`src/rtl/m_ctrl_unit.sv`:
```
`default_nettype none
// ---------------------------------------------------------------------------
// m_ctrl_unit : multi-cycle MIPS control FSM driving the M_datapath controls
// Revision    : 1.0 - initial release
// ---------------------------------------------------------------------------
module m_ctrl_unit #(
  parameter int STATE_W = 4
) (
  input  logic               clk,
  input  logic               reset,
  input  logic [31:0]        Inst,
  input  logic               zero,
  input  logic               MIO_ready,
  output logic               IorD,
  output logic               IRWrite,
  output logic               MemRead,
  output logic               MemWrite,
  output logic               CPU_MIO,
  output logic [1:0]         RegDst,
  output logic               RegWrite,
  output logic [1:0]         MemtoReg,
  output logic               ALUSrcA,
  output logic [1:0]         ALUSrcB,
  output logic [1:0]         PCSource,
  output logic               PCWrite,
  output logic               PCWriteCond,
  output logic               Branch,
  output logic [2:0]         ALU_operation,
  output logic [STATE_W-1:0] state_out
);

  typedef enum logic [3:0] {
    S_IF       = 4'd0,
    S_ID       = 4'd1,
    S_MEM_ADDR = 4'd2,
    S_MEM_RD   = 4'd3,
    S_MEM_WB   = 4'd4,
    S_MEM_WR   = 4'd5,
    S_R_EXE    = 4'd6,
    S_R_WB     = 4'd7,
    S_BRANCH   = 4'd8,
    S_JUMP     = 4'd9,
    S_I_EXE    = 4'd10,
    S_I_WB     = 4'd11,
    S_LUI      = 4'd12,
    S_JAL      = 4'd13,
    S_JR       = 4'd14
  } state_t;

  localparam logic [2:0] ALU_AND = 3'b000;
  localparam logic [2:0] ALU_OR  = 3'b001;
  localparam logic [2:0] ALU_ADD = 3'b010;
  localparam logic [2:0] ALU_XOR = 3'b011;
  localparam logic [2:0] ALU_NOR = 3'b100;
  localparam logic [2:0] ALU_SRL = 3'b101;
  localparam logic [2:0] ALU_SUB = 3'b110;
  localparam logic [2:0] ALU_SLT = 3'b111;

  state_t     state_q, state_d;
  logic [5:0] opcode;
  logic [5:0] funct;
  logic       r_funct_ok;
  logic [2:0] r_alu_op;
  logic [2:0] i_alu_op;
  logic       unused_ok;

  assign opcode    = Inst[31:26];
  assign funct     = Inst[5:0];
  assign unused_ok = ^{zero, Inst[25:6]};

  always_ff @(posedge clk) begin
    if (reset) state_q <= S_IF;
    else       state_q <= state_d;
  end

  always_comb begin
    r_funct_ok = 1'b1;
    r_alu_op   = ALU_ADD;
    unique case (funct)
      6'b100000: r_alu_op = ALU_ADD;
      6'b100010: r_alu_op = ALU_SUB;
      6'b100100: r_alu_op = ALU_AND;
      6'b100101: r_alu_op = ALU_OR;
      6'b100110: r_alu_op = ALU_XOR;
      6'b100111: r_alu_op = ALU_NOR;
      6'b101010: r_alu_op = ALU_SLT;
      6'b000010: r_alu_op = ALU_SRL;
      default:   r_funct_ok = 1'b0;
    endcase
  end

  always_comb begin
    i_alu_op = ALU_ADD;
    case (opcode)
      6'b001100: i_alu_op = ALU_AND;
      6'b001101: i_alu_op = ALU_OR;
      6'b001110: i_alu_op = ALU_XOR;
      6'b001010: i_alu_op = ALU_SLT;
      default:   i_alu_op = ALU_ADD;
    endcase
  end

  always_comb begin
    state_d       = S_IF;
    IorD          = 1'b0;
    IRWrite       = 1'b0;
    MemRead       = 1'b0;
    MemWrite      = 1'b0;
    RegDst        = 2'b00;
    RegWrite      = 1'b0;
    MemtoReg      = 2'b00;
    ALUSrcA       = 1'b0;
    ALUSrcB       = 2'b00;
    PCSource      = 2'b00;
    PCWrite       = 1'b0;
    PCWriteCond   = 1'b0;
    Branch        = 1'b0;
    ALU_operation = 3'b000;

    case (state_q)
      S_IF: begin
        MemRead       = 1'b1;
        ALUSrcB       = 2'b01;
        ALU_operation = ALU_ADD;
        IRWrite       = MIO_ready;
        PCWrite       = MIO_ready;
        state_d       = MIO_ready ? S_ID : S_IF;
      end
      S_ID: begin
        // Branch target is computed speculatively into ALUOut here
        ALUSrcB       = 2'b11;
        ALU_operation = ALU_ADD;
        case (opcode)
          6'b000000: begin
            if (funct == 6'b001000) state_d = S_JR;
            else if (r_funct_ok)    state_d = S_R_EXE;
            else                    state_d = S_IF;
          end
          6'b100011, 6'b101011: state_d = S_MEM_ADDR;
          6'b000100, 6'b000101: state_d = S_BRANCH;
          6'b001000, 6'b001100, 6'b001101,
          6'b001110, 6'b001010: state_d = S_I_EXE;
          6'b001111:            state_d = S_LUI;
          6'b000010:            state_d = S_JUMP;
          6'b000011:            state_d = S_JAL;
          default:              state_d = S_IF;
        endcase
      end
      S_MEM_ADDR: begin
        ALUSrcA       = 1'b1;
        ALUSrcB       = 2'b10;
        ALU_operation = ALU_ADD;
        state_d       = (opcode == 6'b101011) ? S_MEM_WR : S_MEM_RD;
      end
      S_MEM_RD: begin
        MemRead = 1'b1;
        IorD    = 1'b1;
        state_d = MIO_ready ? S_MEM_WB : S_MEM_RD;
      end
      S_MEM_WB: begin
        RegWrite = 1'b1;
        MemtoReg = 2'b01;
      end
      S_MEM_WR: begin
        MemWrite = 1'b1;
        IorD     = 1'b1;
        state_d  = MIO_ready ? S_IF : S_MEM_WR;
      end
      S_R_EXE: begin
        ALUSrcA       = 1'b1;
        ALU_operation = r_alu_op;
        state_d       = S_R_WB;
      end
      S_R_WB: begin
        RegWrite = 1'b1;
        RegDst   = 2'b01;
      end
      S_BRANCH: begin
        ALUSrcA       = 1'b1;
        ALU_operation = ALU_SUB;
        PCWriteCond   = 1'b1;
        PCSource      = 2'b01;
        Branch        = ~Inst[26];
      end
      S_I_EXE: begin
        ALUSrcA       = 1'b1;
        ALUSrcB       = 2'b10;
        ALU_operation = i_alu_op;
        state_d       = S_I_WB;
      end
      S_I_WB: begin
        RegWrite = 1'b1;
      end
      S_LUI: begin
        RegWrite = 1'b1;
        MemtoReg = 2'b10;
      end
      S_JUMP: begin
        PCWrite  = 1'b1;
        PCSource = 2'b10;
      end
      S_JAL: begin
        // PC still holds PC+4 at this edge, so $31 receives the return address
        PCWrite  = 1'b1;
        PCSource = 2'b10;
        RegWrite = 1'b1;
        RegDst   = 2'b10;
        MemtoReg = 2'b11;
      end
      S_JR: begin
        PCWrite  = 1'b1;
        PCSource = 2'b11;
      end
      default: state_d = S_IF;
    endcase

    if (reset) begin
      IorD          = 1'b0;
      IRWrite       = 1'b0;
      MemRead       = 1'b0;
      MemWrite      = 1'b0;
      RegDst        = 2'b00;
      RegWrite      = 1'b0;
      MemtoReg      = 2'b00;
      ALUSrcA       = 1'b0;
      ALUSrcB       = 2'b00;
      PCSource      = 2'b00;
      PCWrite       = 1'b0;
      PCWriteCond   = 1'b0;
      Branch        = 1'b0;
      ALU_operation = 3'b000;
    end
  end

  assign CPU_MIO   = MemRead | MemWrite;
  assign state_out = reset ? '0 : STATE_W'(state_q);

endmodule
`default_nettype wire

```
`config.mk`:
```
export PLATFORM = sky130hd
export DESIGN_NAME = m_ctrl_unit
export DESIGN_NICKNAME = d
export VERILOG_FILES = /design/src/rtl/m_ctrl_unit.sv
export SDC_FILE = /design/constraint.sdc
export NUM_CORES = 1
export LEC_CHECK = 0
export CAP_MARGIN = 20
export CORE_MARGIN = 2
export CORE_UTILIZATION = 36
export DETAILED_ROUTE_END_ITERATION = 16
export PLACE_DENSITY = 0.88
export SYNTH_ARGS = -nofsm -noshare
export SYNTH_HDL_FRONTEND = slang
export SYNTH_SLANG_ARGS = --single-unit
```
`constraint.sdc`:
```
create_clock -name clk -period 1.8 [get_ports clk]
set_clock_uncertainty 0.05 [all_clocks]
set_input_delay 0.45 -clock clk [delete_from_list [all_inputs] [get_ports clk]]
set_output_delay 0.45 -clock clk [all_outputs]
set_load 0.05 [all_outputs]
```
==> results.md, run 1 <==
- CTS buffer count: 3
- Synth area leaders: dfxtp_1 (8.6%), nor2_1 (6.8%), nor2b_1 (6.0%), a21oi_1 (5.4%), nand2b_1 (5.4%)
- Dpl cell area: 2120 um2
- EDFF count, synth: 0
- Status: stopped before the end
- Post_cts resized: 83
- PortBufs: 39
- Initial Util: 37.7%
- Hold Buf Count CTS: 0
- Clock sink total: 4
- Top-area cell type share of the netlist area: 8.58%
- Run Error: [ERROR DPL-0033] detailed placement checks failed during check placement.
- Net Count, Synth: 181
- CTS Root Cell: clkbuf_4
- I/O Pins: 61
- Main synth FF type: dfxtp_1
- Ys async rst share: 0%
- Post-CTS setup buffer count: 7
- #FFs+latches synth: 4
- Final HPWL DP: 3.60 mm
- Row cnt: 18
- Halt point of the flow: clock tree synthesis (4_1_cts)
- Library cells used by synthesis: 50
- Cell Area, Synth: 933 um2
- Register area share after synthesis: 8.58%
- GP Congestion: 0.889
- Synth top cells by count: nor2_1 (17), nand2_1 (12), a21oi_1 (10), nor2b_1 (9), nand2b_1 (8)
- Die W: 54.9 um
- CTS HTree Levels: 1
- Post-Syn Instances: between 100 and 150
- Dpl cells: roughly 250
- Cell taking the most area after synthesis: dfxtp_1
- Clk buf depth: 2
- Synth warn: 0
- Most common cell in the netlist: nor2_1
- Chip height: 54.9 um
- Avg Synthesized Cell Area: 6.44 um2
metrics by stage:
stage	setup slack (ns)	utilization, %
global placement	-0.556	85.6
floorplan	-0.388	-
detailed placement	-0.680	85.6
logic make-up after synthesis:
kind of cell,count (synthesis),share of synthesized area [%]
XOR/XNOR,5,4.69
AND/OR/NAND/NOR,79,45.8
buffers and inverters,14,7.91
multiplexers,1,1.07
AO/OA/AOI/OAI,42,31.9
flip-flops,4,8.58
==> run 2: changes to the inputs <==
Settings changed: CORE_AREA set to 2 2 63 65, CORE_MARGIN 2 to unset, CORE_UTILIZATION 36 to unset, DIE_AREA set to 0 0 65 67, PLACE_DENSITY 0.88 to unset, PLACE_DENSITY_LB_ADDON set to 0.15.
==> results.md, run 2 <==
- Largest net degree at the start of global routing: 17
- VDD IR max: 0.335 mV
- RSZ-0062 raised after global routing: yes
- Required @ worst endpoint: 1.30 ns
- Iter 0 DRT Violations: 61
- Net count, final: 295
- Main synth FF type: dfxtp_1
- Hold Buf Count CTS: 0
- Total power: 676 uW
- Maxcap violations: 0
- Cell taking the most area after synthesis: dfxtp_1
- Clock sink total: 4
- P per Cell Area: about 240 nW/um2
- Cell Area, Synth: approximately 930 um2
- Most common cell in the netlist: nor2_1
- Antenna violations before repair: 0
- Crit-path cells: buf_6 > buf_8 > nor4b_4 > a32oi_2 > nor2_4 > buf_12
- Final core occ: 77.2%
- GP Congestion: 0.834
- CTS clk-pin slew, worst paths: 0.03 ns
- Antenna-violating nets left: 0
- Avg Synthesized Cell Area: 6.44 um2
- Critical path buffer and inverter count: 3
- TritonRoute pass-1 iters: 4
- Register Area: just over 90 um2
- EDFF count, synth: 0
- Slew HR: 79.8%
- Clk Latency, worst-skew pair: about 0.22 ns
- Die Area: 4360 um2
- Routed vias/inst: 5.27
- CTS Root Cell: clkbuf_8
- Crit-path slowest cell: dfxtp_4
- DRT Wirelength: 5.06 mm
- CTS HTree Levels: 1
- Pleak: 1.16 nW
- Die W: 65 um
- Top-area cell type share of the netlist area: 8.58%
- Final min period: 2.09 ns
- Wire per inst: 16.5 um
- Final hold violations: 0
- Net Count, Synth: 181
- # DRC: 0
- Register area share after synthesis: roughly 8.6%
- Violated checks: setup timing
- Routed vias: 1612
- Post-Syn Instances: roughly 150
- Hold slack: 0.691 ns
- Dpl cells: ~270
- Area Overhead vs Synth: 198%
- Synth top cells by count: nor2_1 (17), nand2_1 (12), a21oi_1 (10), nor2b_1 (9), nand2b_1 (8)
- First-pass GRT wire length: 7.48 mm
- Fmax: 477 MHz
- Synth warn: 0
- Grt ovf: 0
- CP arrival: 1.59 ns
- I/O Pins: between 60 and 70
- Largest register FFs: 4
- Non-filler instance count after layout: 306
- Final setup margin: -0.294 ns
- Biggest regs: state_q: 4 flops
- Worst hold path startpoint: state_q[3]
- Clk buf depth: 2
- CTS buffer count: 3
- Number of global-route vias before repair: 1611
- Worst slew pin tran: 0.302 ns
- Dpl cell area: about 2200 um2
- Chip height: about 67 um
- Final HPWL DP: 3.18 mm
- Core Region: 3610 um2
- Top reg by flops: state_q
- Pre-CTS setup slack: -0.713 ns
- Layout cells sized above 1: 74.0%
- Fillers: 208
- Critical Path Start: state_q[3]
- Gr usage total: 21.7%
- Worst path max stage delay: around 0.34 ns
- Commonest non-fill, non-tap cell in the layout: buf_4
- Library cells used by synthesis: 50
- Most frequent cells in the layout: buf_4 (56), buf_12 (25), buf_6 (17)
- Top delay family on crit path: simple AND/OR/NAND/NOR gates
- PortBufs: 39
- Fin. max-slew vios: 0
- Startpoint type of the worst setup path: register
- Multi-input gate area: 1260 um2
- Launching point of the worst reg2reg path: state_q[1]
- Ys async rst share: 0%
- Synth area leaders: dfxtp_1 (8.6%), nor2_1 (6.8%), nor2b_1 (6.0%), a21oi_1 (5.4%), nand2b_1 (5.4%)
- CP Capture Type: output pin
- Hold WC Path Type: reg2reg
- Finished Cell Area: 2790 um2
- CTS tree: yes
- Setup-failing EPs final: 22
- Initial Util: 25.9%
- Setup TNS Final: -3.46 ns
- Critical path class: reg2out
- Tcrit/Tclk final: 116%
- #FFs+latches synth: 4
- Row cnt: 22
- # diodes: 0
- CP Max Fanout: 5
- Status: finished with violations
[run 2: cell counts after synthesis]
Identical to the previous run, type by type.
[run 2: worst register-to-register path: cells and delay by family (launching register included)]
kind | cells | cell delay (ns)
AO/OA/AOI/OAI | 2 | 0.33
buffers and inverters | 4 | 0.52
flip-flops | 1 | 0.35
AND/OR/NAND/NOR | 2 | 0.43
[run 2: area by class of cell]
type	count	share of cell area, %
flip-flops and latches	4	3.32
clock buffers	4	1.62
inverters	4	0.674
repair buffers	119	46.9
well taps	48	2.16
multi-input cells	127	45.3
[run 2: what timing repair did]
item / CTS / global route
hold endpoints to repair: 0 / 0
cloned: 2 / 0
gates resized for setup: 83 / 41
setup buffers: 13 / 16
endpoints found under the setup margin: 28 / 25
pin swaps: 19 / 24
[run 2: report_power, final]
group	total [mW]	switching, mW	internal, mW
registers	0.0889	0.00193	0.0870
logic	0.390	0.194	0.196
clock network	0.197	0.0459	0.151
[run 2: cell families after synthesis]
group	share of synthesized area, %
AO/OA/AOI/OAI	31.9
buffers and inverters	7.91
multiplexers	1.07
AND/OR/NAND/NOR	45.8
flip-flops	8.58
XOR/XNOR	4.69
[run 2: worst paths after layout]
path	slack, ns	endpoint	depth (start not counted)
worst max-delay path	-0.29	ALU_operation[2]	6
worst min-delay path	0.69	state_q[2]	3
worst max register to register	0.06	state_q[1]	8
worst min register to register	0.69	state_q[2]	3
[run 2: routing by layer]
metal	part of all wire (%)	global-route usage, %	up-vias
met5	0	0	-
met4	1.5	7.45	0
met3	4.0	2.53	10
met2	53	39.6	50
met1	41	26.2	787
li1	-	-	765
Power figures use the tool's default switching activity.
==> run 3: changes to the inputs <==
Settings changed: CTS_BUF_LIST set to sky130_fd_sc_hd__clkbuf_8.
==> results.md, run 3 (same netlist as run 2, synthesis figures left out) <==
- Status: finished with violations
- Hold WC Path Type: reg2reg
- Hold Buf Count CTS: 0
- Hold slack: 0.695 ns
- Core Region: 3610 um2
- CP Max Fanout: 5
- Pre-CTS setup slack: -0.713 ns
- Area Overhead vs Synth: 198%
- Dpl cells: 273
- # DRC: 0
- Die W: about 65 um
- CTS HTree Levels: 1
- Routed vias/inst: 5.28
- CTS Root Cell: clkbuf_8
- DRT Wirelength: around 5 mm
- Biggest regs: state_q: 4 flops
- Top reg by flops: state_q
- Layout cells sized above 1: 74.0%
- P per Cell Area: 241 nW/um2
- Maxcap violations: 0
- Violated checks: setup timing
- Initial Util: about a quarter
- CTS clk-pin slew, worst paths: 0.03 ns
- I/O Pins: 61
- Row cnt: 22
- Wire per inst: 16.5 um
- TritonRoute pass-1 iters: 4
- PortBufs: 39
- Crit-path cells: buf_6 > buf_8 > nor4b_4 > a32oi_2 > nor2_4 > buf_12
- Net count, final: 295
- Crit-path slowest cell: dfxtp_4
- Die Area: 4360 um2
- CP arrival: 1.60 ns
- First-pass GRT wire length: 7.48 mm
- Slew HR: ~80%
- CTS tree: yes
- Tcrit/Tclk final: 116%
- Critical path class: reg2out
- Setup TNS Final: -3.47 ns
- CTS buffer count: 3
- RSZ-0062 raised after global routing: yes
- Gr usage total: a little over a fifth
- Fin. max-slew vios: 0
- Startpoint type of the worst setup path: register
- GP Congestion: roughly 0.83
- Fmax: 477 MHz
- Clk Latency, worst-skew pair: 0.22 ns
- CP Capture Type: output pin
- Worst path max stage delay: 0.34 ns
- Commonest non-fill, non-tap cell in the layout: buf_4
- Final HPWL DP: 3.18 mm
- Largest register FFs: 4
- Routed vias: 1616
- # diodes: 0
- Pleak: 1.16 nW
- Antenna violations before repair: 0
- Grt ovf: 0
- Most frequent cells in the layout: buf_4 (56), buf_12 (25), buf_6 (17)
- Clock sink total: 4
- Final hold violations: 0
- Chip height: about 67 um
- Setup-failing EPs final: 22
- Worst slew pin tran: around 0.30 ns
- VDD IR max: between 0.3 and 0.4 mV
- Non-filler instance count after layout: ~310
- Iter 0 DRT Violations: 61
- Clk buf depth: 2
- Antenna-violating nets left: 0
- Final min period: 2.10 ns
- Largest net degree at the start of global routing: 17
- Number of global-route vias before repair: 1611
- Final setup margin: -0.295 ns
- Required @ worst endpoint: 1.30 ns
run 3: cell count changes in the layout (fill, tap and decap cells not counted), sizes merged:
cell / delta
inv: +1
clkbuf: -1
run 3: per-stage QoR:
step	utilization, %	area, um2	power, mW
after CTS	71.4	2580	0.624
final	77.2	2790	0.671
after global placement	59.6	2150	0.397
after floorplan	-	1200	0.244
after detailed placement	59.6	2150	0.404
after global routing	77.2	2790	0.704
run 3: path summary, 6_finish.rpt:
path | endpoint | depth (start not counted) | slack (ns) | startpoint
max | ALU_operation[2] | 6 | -0.30 | state_q[3]
min | state_q[2] | 3 | 0.69 | state_q[3]
max reg2reg | state_q[1] | 8 | 0.06 | state_q[1]
min reg2reg | state_q[2] | 3 | 0.69 | state_q[3]
run 3: timing repair:
action                     in CTS  in global routing
setup endpoints to repair      28                 25
gates cloned                    2                  0
setup buffers                  13                 16
pin swaps                      19                 24
gates resized for setup        83                 41
run 3: layer usage:
metal	GRT usage, %	part of all wire [%]	vias to the layer above
li1	-	-	765
met2	39.6	53	51
met4	7.45	1.5	0
met5	0	0	-
met1	26.2	41	790
met3	2.53	4.0	10
run 3: layout make-up:
type | count | area [um2]
repair buffers | 119 | 1310
multi-input cells | 127 | 1260
fillers | 208 | 821
flip-flops and latches | 4 | 92.6
well taps | 48 | 60.1
clock buffers | 3 | 41.3
inverters | 4 | 18.8
clock inverters | 1 | 3.75
run 3: critical path: cells and delay by family (launching register included):
kind / cells / cell delay, ns
and+or+nand+nor: 2 / 0.47
buffers and inverters: 3 / 0.38
DFF: 1 / 0.34
AOI/OAI and AO/OA: 1 / 0.18
run 3: report_power, final:
part / total (mW) / internal (mW) / leakage [nW] / switching, mW
Clock: 0.191 / 0.145 / 0.0269 / 0.0462
Combinational: 0.390 / 0.196 / 1.10 / 0.194
Sequential: 0.0889 / 0.0870 / 0.0352 / 0.00194
==> run 4: changes to the inputs <==
Clock period 1.8 ns to 2.3 ns, I/O delays scaled along.
==> results.md, run 4 (same netlist as run 2, synthesis figures left out) <==
- Status: finished clean
- Clk Latency, worst-skew pair: ~0.21 ns
- Net Switching: 154 uW
- CP Max Fanout: 5
- Fin. max-slew vios: 0
- Comb pwr share: a little over half
- Die Area: about 4400 um2
- DRT Wirelength: around 3.8 mm
- Antenna-violating nets left: 0
- CTS tree: yes
- Die W: 65 um
- Number of global-route vias before repair: between 1000 and 1500
- P per Cell Area: 217 nW/um2
- CTS buffer count: 3
- Final min period: around 2.3 ns
- Net count, final: 260
- Area Overhead vs Synth: 124%
- Reg power frac: 15.7%
- CP Capture Type: output pin
- Final hold violations: 0
- PortBufs: 39
- Total power: 453 uW
- # DRC: 0
- Final setup margin: 0.0342 ns
- Clock sink total: 4
- Routed vias: 1353
- Routed vias/inst: ~5
- Gr usage total: 17.8%
- CP arrival: 1.64 ns
- Final HPWL DP: 3.10 mm
- Startpoint type of the worst setup path: primary input
- Pre-CTS setup slack: -0.440 ns
- Setup TNS Final: 0 ns
- CTS HTree Levels: 1
- Required @ worst endpoint: 1.67 ns
- Pleak: 0.869 nW
- Antenna violations before repair: 0
- First-pass GRT wire length: about 6 mm
- CTS Root Cell: clkbuf_8
- Chip height: 67 um
- Clk buf depth: 2
- Hold Buf Count CTS: 0
- GP Congestion: 0.857
- Tcrit/Tclk final: between 90% and 100%
- Final core occ: 57.9%
- TritonRoute pass-1 iters: 4
- Crit-path cells: buf_2 > buf_4 > xnor2_2 > a2bb2oi_2 > o22ai_1 > a21oi_1 > nor2_2 > buf_12
- Commonest non-fill, non-tap cell in the layout: buf_4
- Iter 0 DRT Violations: 53
- Row cnt: 22
- Setup-failing EPs final: 0
- Layout cells sized above 1: a little under three fifths
- Critical path class: in2out
- Wire per inst: 14.0 um
- CTS clk-pin slew, worst paths: 0.03 ns
- Initial Util: 25.9%
- Grt ovf: 0
- Sw frac: 34.0%
- Core Region: ~3600 um2
- Most frequent cells in the layout: buf_4 (44), buf_12 (24), nor2_1 (13)
- Largest net degree at the start of global routing: 17
- Clk pwr share: 31.6%
- VDD IR max: between 0.3 and 0.4 mV
- Fillers: 341
- Top reg by flops: state_q
- Fmax: 441 MHz
- Hold slack: 0.617 ns
- Largest register FFs: 4
- Worst slew pin tran: ~0.35 ns
- Hold WC Path Type: reg2reg
- Maxcap violations: 0
- # diodes: 0
- I/O Pins: ~60
- RSZ-0062 raised after global routing: yes
- Biggest regs: state_q: 4 flops
- Internal power: 299 uW
- Worst path max stage delay: 0.17 ns
- Crit-path slowest cell: o22ai_1
- Slew HR: between 70% and 80%
## run 4: metrics by stage
| step | std cells | area, um2 |
|---|---|---|
| global route | 270 | 2090 |
| CTS | 269 | 2100 |
| global placement | 266 | 1980 |
| finish | 270 | 2090 |
| detailed placement | 266 | 1980 |
| floorplan | 145 | 1020 |
## run 4: metal layers
metal / GRT usage [%] / vias to the layer above / wire length, um / part of all wire [%]
li1: - / 689 / - / -
met4: 4.26 / 0 / 34 / 0.90
met3: 1.01 / 4 / 110 / 2.9
met2: 32.2 / 26 / 1930 / 51
met1: 23.1 / 634 / 1700 / 45
met5: 0 / - / 0 / 0
## run 4: final timing paths
kind / from / endpoint / slack (ns) / cells past startpoint
min reg2reg: state_q[1] / state_q[1] / 0.62 / 2
min: state_q[1] / state_q[1] / 0.62 / 2
max: Inst[5] / ALU_operation[0] / 0.03 / 8
max reg2reg: state_q[1] / state_q[1] / 0.62 / 7
## run 4: power by group through the flow
stage / clock network (mW) / registers, mW / logic [mW]
detailed placement: 0 / 0.0728 / 0.230
finish: 0.143 / 0.0709 / 0.239
global route: 0.155 / 0.0709 / 0.253
floorplan: 0 / 0.0737 / 0.102
global placement: 0 / 0.0727 / 0.229
CTS: 0.149 / 0.0720 / 0.239
## run 4: critical path: cells and delay by family
kind,cells,cell delay (ns)
and+or+nand+nor,1,0.14
buffers and inverters,3,0.42
AOI/OAI and AO/OA,3,0.34
xor gates and xnor gates,1,0.16
## run 4: area by class of cell
cell class | count | area [um2] | area share [%]
Sequential cell | 4 | 86.3 | 4.14
Inverter | 4 | 15.0 | 0.719
Timing Repair Buffer | 84 | 917 | 43.9
Tap cell | 48 | 60.1 | 2.88
Clock buffer | 3 | 41.3 | 1.98
Multi-Input combinational cell | 127 | 967 | 46.3
## run 4: repair_timing
action | in CTS | in global routing
pin swaps | 14 | 8
cloned | 0 | 0
setup endpoints to repair | 23 | 7
resized for setup | 53 | 14
setup buffers | 0 | 1
